[src/rtl/ip_cksum_sched_pkg.sv]
`default_nettype none
// ============================================================================
// Module      : ip_cksum_sched_pkg
// Description : Shared types and constants for the IP checksum scheduler.
// Revision    : 1.0 - initial release
// ============================================================================
package ip_cksum_sched_pkg;

    // Scheduler FSM encoding
    typedef enum logic [1:0] {
        ST_IDLE = 2'd0,
        ST_ADD  = 2'd1,
        ST_FOLD = 2'd2,
        ST_RESP = 2'd3
    } state_t;

    // Number of end-around-carry folds needed to squeeze a 34-bit sum to 16 bits
    localparam int FOLD_CYCLES = 3;
    localparam int CKSUM_WIDTH = 16;
    localparam int OPS_PER_REQ = 4;

    // Width of a requester index; never zero, even for a single requester
    function automatic int idx_width(input int n);
        return (n > 1) ? $clog2(n) : 1;
    endfunction

endpackage
`default_nettype wire

[src/rtl/ip_cksum_sched_rr_arbiter.sv]
`default_nettype none
// ============================================================================
// Module      : rr_arbiter
// Description : Combinational round-robin picker. The search starts one past
//               the previous owner and wraps, so every requester is reached
//               within NUM_REQ grants.
// Revision    : 1.0 - initial release
// ============================================================================
module rr_arbiter
    import ip_cksum_sched_pkg::*;
#(
    parameter int NUM_REQ = 2,
    parameter int IDX_W   = idx_width(NUM_REQ)
) (
    input  logic [NUM_REQ-1:0] req,
    input  logic [IDX_W-1:0]   last_owner,
    output logic [NUM_REQ-1:0] gnt,
    output logic [IDX_W-1:0]   gnt_idx
);

    logic [IDX_W:0]   w_cand_sum;
    logic [IDX_W-1:0] w_cand;
    logic             w_found;

    // Walk the candidates in priority order and keep the first active one
    always_comb begin
        gnt        = '0;
        gnt_idx    = '0;
        w_found    = 1'b0;
        w_cand_sum = '0;
        w_cand     = '0;
        for (int k = 1; k <= NUM_REQ; k++) begin
            // last_owner < NUM_REQ and k <= NUM_REQ, so one subtraction wraps
            w_cand_sum = {1'b0, last_owner} + (IDX_W+1)'(k);
            if (w_cand_sum >= (IDX_W+1)'(NUM_REQ)) begin
                w_cand_sum = w_cand_sum - (IDX_W+1)'(NUM_REQ);
            end
            w_cand = w_cand_sum[IDX_W-1:0];
            if (!w_found && req[w_cand]) begin
                gnt[w_cand] = 1'b1;
                gnt_idx     = w_cand;
                w_found     = 1'b1;
            end
        end
    end

endmodule
`default_nettype wire

[src/rtl/ip_cksum_sched.sv]
`default_nettype none
// ============================================================================
// Module      : ip_cksum_sched
// Description : Shares one one's-complement checksum engine between NUM_REQ
//               requesters. Captures four partial sums, adds them, folds the
//               carries back three times and returns the inverted result.
// Revision    : 1.0 - initial release
// ============================================================================
module ip_cksum_sched
    import ip_cksum_sched_pkg::*;
#(
    parameter int NUM_REQ   = 2,
    parameter int SUM_WIDTH = 32
) (
    input  logic                                   AXI_ACLK,
    input  logic                                   AXI_RESETN,
    input  logic [NUM_REQ-1:0]                     req,
    input  logic [NUM_REQ*OPS_PER_REQ*SUM_WIDTH-1:0] req_sum,
    output logic [NUM_REQ-1:0]                     gnt,
    output logic [NUM_REQ-1:0]                     rslt_valid,
    input  logic [NUM_REQ-1:0]                     rslt_ready,
    output logic [CKSUM_WIDTH-1:0]                 rslt_cksum,
    output logic                                   busy,
    output logic [31:0]                            done_count
);

    localparam int               IDX_W       = idx_width(NUM_REQ);
    localparam int               ACC_W       = SUM_WIDTH + 2;
    localparam int               BLK_W       = OPS_PER_REQ * SUM_WIDTH;
    localparam logic [1:0]       C_FOLD_LAST = 2'(FOLD_CYCLES - 1);
    localparam logic [IDX_W-1:0] C_LAST_RST  = IDX_W'(NUM_REQ - 1);

    state_t               r_state;
    state_t               w_state_nxt;
    logic [IDX_W-1:0]     r_owner;
    logic [IDX_W-1:0]     r_last_owner;
    logic [SUM_WIDTH-1:0] r_ops [OPS_PER_REQ];
    logic [ACC_W-1:0]     r_acc;
    logic [1:0]           r_fold_cnt;
    logic [31:0]          r_done_count;

    logic [NUM_REQ-1:0]   w_arb_gnt;
    logic [IDX_W-1:0]     w_arb_idx;
    logic [BLK_W-1:0]     w_win_ops;
    logic [ACC_W-1:0]     w_add_sum;
    logic [ACC_W-1:0]     w_fold_sum;
    logic                 w_capture;
    logic                 w_handshake;

    rr_arbiter #(
        .NUM_REQ (NUM_REQ),
        .IDX_W   (IDX_W)
    ) u_rr_arbiter (
        .req        (req),
        .last_owner (r_last_owner),
        .gnt        (w_arb_gnt),
        .gnt_idx    (w_arb_idx)
    );

    assign w_win_ops  = req_sum[w_arb_idx * BLK_W +: BLK_W];
    assign w_fold_sum = ACC_W'(r_acc[CKSUM_WIDTH-1:0]) + ACC_W'(r_acc[ACC_W-1:CKSUM_WIDTH]);
    assign busy       = (r_state != ST_IDLE);
    assign done_count = r_done_count;

    // Full-width sum of the captured operands; two guard bits absorb every carry
    always_comb begin
        w_add_sum = '0;
        for (int j = 0; j < OPS_PER_REQ; j++) begin
            w_add_sum = w_add_sum + ACC_W'(r_ops[j]);
        end
    end

    // Next-state decode plus the per-state output pulses
    always_comb begin
        w_state_nxt = r_state;
        gnt         = '0;
        rslt_valid  = '0;
        rslt_cksum  = '0;
        w_capture   = 1'b0;
        w_handshake = 1'b0;
        case (r_state)
            ST_IDLE: begin
                // No grant can escape while reset is being applied
                if (AXI_RESETN && (|req)) begin
                    gnt         = w_arb_gnt;
                    w_capture   = 1'b1;
                    w_state_nxt = ST_ADD;
                end
            end
            ST_ADD: begin
                w_state_nxt = ST_FOLD;
            end
            ST_FOLD: begin
                if (r_fold_cnt == C_FOLD_LAST) begin
                    w_state_nxt = ST_RESP;
                end
            end
            ST_RESP: begin
                rslt_valid = NUM_REQ'(1) << r_owner;
                rslt_cksum = ~r_acc[CKSUM_WIDTH-1:0];
                // Only the owner's ready bit can complete the handshake
                if (rslt_ready[r_owner]) begin
                    w_handshake = 1'b1;
                    w_state_nxt = ST_IDLE;
                end
            end
            default: begin
                w_state_nxt = ST_IDLE;
            end
        endcase
    end

    // FSM state register
    always_ff @(posedge AXI_ACLK) begin
        if (!AXI_RESETN) begin
            r_state <= ST_IDLE;
        end else begin
            r_state <= w_state_nxt;
        end
    end

    // Operand capture, accumulate/fold datapath and handshake counter
    always_ff @(posedge AXI_ACLK) begin
        if (!AXI_RESETN) begin
            r_owner      <= '0;
            r_last_owner <= C_LAST_RST;
            r_acc        <= '0;
            r_fold_cnt   <= '0;
            r_done_count <= '0;
            for (int j = 0; j < OPS_PER_REQ; j++) begin
                r_ops[j] <= '0;
            end
        end else begin
            if (w_capture) begin
                r_owner      <= w_arb_idx;
                r_last_owner <= w_arb_idx;
                for (int j = 0; j < OPS_PER_REQ; j++) begin
                    r_ops[j] <= w_win_ops[j*SUM_WIDTH +: SUM_WIDTH];
                end
            end
            if (r_state == ST_ADD) begin
                r_acc <= w_add_sum;
            end
            if (r_state == ST_FOLD) begin
                r_acc      <= w_fold_sum;
                r_fold_cnt <= (r_fold_cnt == C_FOLD_LAST) ? 2'd0 : r_fold_cnt + 2'd1;
            end
            if (w_handshake) begin
                r_done_count <= r_done_count + 32'd1;
            end
        end
    end

endmodule
`default_nettype wire

[config.mk]
export PLATFORM = sky130hd
export DESIGN_NAME = ip_cksum_sched
export DESIGN_NICKNAME = d
export VERILOG_FILES = /design/src/rtl/ip_cksum_sched_pkg.sv /design/src/rtl/ip_cksum_sched_rr_arbiter.sv /design/src/rtl/ip_cksum_sched.sv
export SDC_FILE = /design/constraint.sdc
export NUM_CORES = 1
export LEC_CHECK = 0
export ABC_AREA = 1
export BUFFER_PORTS_ARGS = -buffer_cell sky130_fd_sc_hd__buf_2
export CAP_MARGIN = 15
export CELL_PAD_IN_SITES_DETAIL_PLACEMENT = 1
export CELL_PAD_IN_SITES_GLOBAL_PLACEMENT = 2
export CORE_MARGIN = 3
export CORE_UTILIZATION = 31
export DETAILED_ROUTE_END_ITERATION = 8
export PLACE_DENSITY = 0.9
export SETUP_SLACK_MARGIN = 0.02
export SLEW_MARGIN = 15
export SYNTH_ARGS = -nofsm -noshare
export SYNTH_HDL_FRONTEND = slang
export SYNTH_HIERARCHICAL = 1
export SYNTH_SLANG_ARGS = --single-unit
export TNS_END_PERCENT = 20
[constraint.sdc]
create_clock -name AXI_ACLK -period 7.8 [get_ports AXI_ACLK]
set_clock_uncertainty 0.1 [all_clocks]
set_input_delay 1.95 -clock AXI_ACLK [delete_from_list [all_inputs] [get_ports AXI_ACLK]]
set_output_delay 1.95 -clock AXI_ACLK [all_outputs]
set_load 0.005 [all_outputs]
==> metrics <==
outcome=completed; vias in the first global route=14300; main combinational cell family by area after synthesis=simple AND/OR/NAND/NOR gates; most frequent cell after synthesis=nand2_1; Skew-Pair Late Insertion Delay=between 0.4 and 0.5 ns; drt pass-1 iters=4; post-cts resize count=0; Post-Synth XOR/XNOR Area=0.0152; # Max-Cap Violations=0; peak supply drop=around 190 uV; placed insts=between 2000 and 3000; average vias per placed instance=~4.7; Starting Density=0.315; Yosys Warn Count=6; worst slew pin tran=1.09 ns; Netlist cell types=42; port bufs=314; Setup Fix Bufs, Post-CTS=0; # rows=78; most used cell, CP=buf_2; Placer Congestion=0.850; Psw=0.00347 W; max-slew violation count=0; top cells by count, synth=nand2_1 (678), inv_1 (348), a21oi_1 (223), edfxtp_1 (128), nor2_1 (126); Hold Path Class=flip-flop to flip-flop; EDFF count, synth=between 100 and 150; Max-Slew Margin vs Limit=0.272; final wirelength=45900 microns; Gate power share=0.644; P_int=0.00328 W; vias post-DR=13500; Flop pwr share=0.225; Pwr Density=slightly below 400 nW/um^2; Total Power=slightly below 0.007 W; fin crit share=0.654; worst path cell trace=buf_2 > o21ai_1 > inv_1 > nand2_1 > nor2_1 > buf_2; DR WL/cell=15.9 microns; TritonCTS clock tree=built; CP max FO=32; Worst EP required=between 5 and 6 ns; Max H-tree Level=4; core area=45600 sq um; Achievable Freq=196 MHz; area share of the largest cell type after synthesis=0.267; fraction of the yosys area taken by sequential cells=0.368; Post-Synth Adder-Cell Area=0.137; # hold bufs at CTS=0; cell area after synthesis=14400 sq um; final setup fails=0; total leakage power=between 8 and 9 nW; initial antenna violation count=3; Worst path slowest cell=buf_2; mux share of post-synthesis cell area=0; count of clock tree sinks=200; Fin. Hold Viols=0; hpwl dp=36700 microns; Async S/R FF share, synth=0; fill count=5810; CTS root buffer=clkbuf_16; Finished Core Util=0.376; DIE AREA=49000 sq um; ys flop type=edfxtp_1; largest net degree at the start of global routing=129; Die Height=221 microns; clk slew on worst S/H paths=0.08 ns; setup tns final=0 ns; Clk pwr share=0.131; starting DRC count in detailed routing=~530; syn nets=roughly 2400; Critical Path Max Stage Delay=0.52 ns; crit path kind=input pin to output port; gr usage total=0.186; post-synthesis compound-gate area fraction=0.0982; diodes inserted=0; Syn Inst Count=1994; main area contributors after synthesis=edfxtp_1 (27%), nand2_1 (18%), dfxtp_1 (10%); Worst Path Arrival=3.05 ns; nets=roughly 2700; Syn Area/Cell=7.21 sq um; DRC Markers=0; CTS Buffer Depth=2; largest area contributor in the netlist=edfxtp_1; Overflow after GRT=0; total CTS buffers=17; Die X=roughly 220 microns; P&R area growth vs syn=19.2%; fin cells=a little under 3000; RSZ-0062 raised after global routing=false; Yosys reg bits=200; layout cells sized above 1=0.167; Switching Share=0.514; Final ANT Viol Nets=0; fin crit period=a little over 5 ns; Setup crit start kind=input pin; Sequential Area=5290 sq um; global-route wire length before repair=73700 microns; Simple-Gate Fraction of Synth Area=0.272; area of the multi-input gates=7520 sq um; Crit. End Element=output port; number of top-level pins=315
worst paths after layout:
kind,startpoint,end,slack [ns],cells after the start
max reg2reg,r_ops[3][1],r_acc[25],4.16,17
min,r_fold_cnt[0],r_fold_cnt[0],0.37,2
max,AXI_RESETN,gnt[1],2.70,6
min reg2reg,r_fold_cnt[0],r_fold_cnt[0],0.37,2
metrics by stage:
stage | instance area [sq um] | hold WS [ns] | setup WS, ns
2_1_floorplan | 14400 | 0.326 | 1.65
3_3_place_gp | 16600 | 0.332 | 2.67
3_5_place_dp | 16600 | 0.357 | 2.68
4_1_cts | 17100 | 0.369 | 2.68
5_1_grt | 17100 | 0.407 | 2.56
6_report | 17100 | 0.374 | 2.70
flip-flops by register name (all words and copies together), names as in the netlist:
register and cells:
r_acc 34, r_owner 1, r_fold_cnt 2, r_ops 128, done_count 32, r_last_owner 1
r_state 2
final cells by class:
type,count,share of cell area
sequential,200,0.308
clock buffer,19,0.0253
tap,600,0.0438
multi-input combinational,1371,0.439
clock inverter,13,0.00767
inverter,362,0.0796
timing repair buffer,323,0.0964
placed cells by master (no fill, tap or decap), drive strengths merged, types with 3 or more instances in the layout:
cell type	count
nand2	679
buf	323
a21o	4
nor4	3
a21oi	223
or2	3
ha	53
edfxtp	128
dfxtp	72
nand3b	14
xnor2	7
nor2	131
nor3	26
o21ai	38
xor2	18
fa	65
clkinv	4
a31oi	3
inv	368
nand3	83
clkbuf	19
nand4	11
cell families (layout without fill, tap and decap cells):
family / after synthesis / in the layout
AO/OA/AOI/OAI: 275 / 275
flip-flops: 200 / 200
adder cells (fa/ha/maj): 118 / 118
XOR/XNOR: 25 / 25
buffers and inverters: 423 / 717
AND/OR/NAND/NOR: 953 / 953
routing by layer:
layer  vias up  share of wire  GRT usage
met3        31          0.033     0.0316
met4         6          0.010     0.0384
li1       6780              -          -
met1      6485           0.46      0.239
met2       214           0.49      0.328
met5         -        0.00092          0
critical path, delay by kind of cell:
family,cells,cell delay [ns]
buffers and inverters,3,0.77
AOI/OAI and AO/OA,1,0.18
and+or+nand+nor,2,0.15
power groups by stage:
stage,clock network (W),registers [W],logic (W)
floorplan,0,0.00150,0.00307
global placement,0,0.00154,0.00432
detailed placement,0,0.00154,0.00442
CTS,0.000913,0.00152,0.00445
global route,0.000951,0.00154,0.00506
finish,0.000885,0.00152,0.00435
Note: power is estimated with default switching activity, not from simulation.
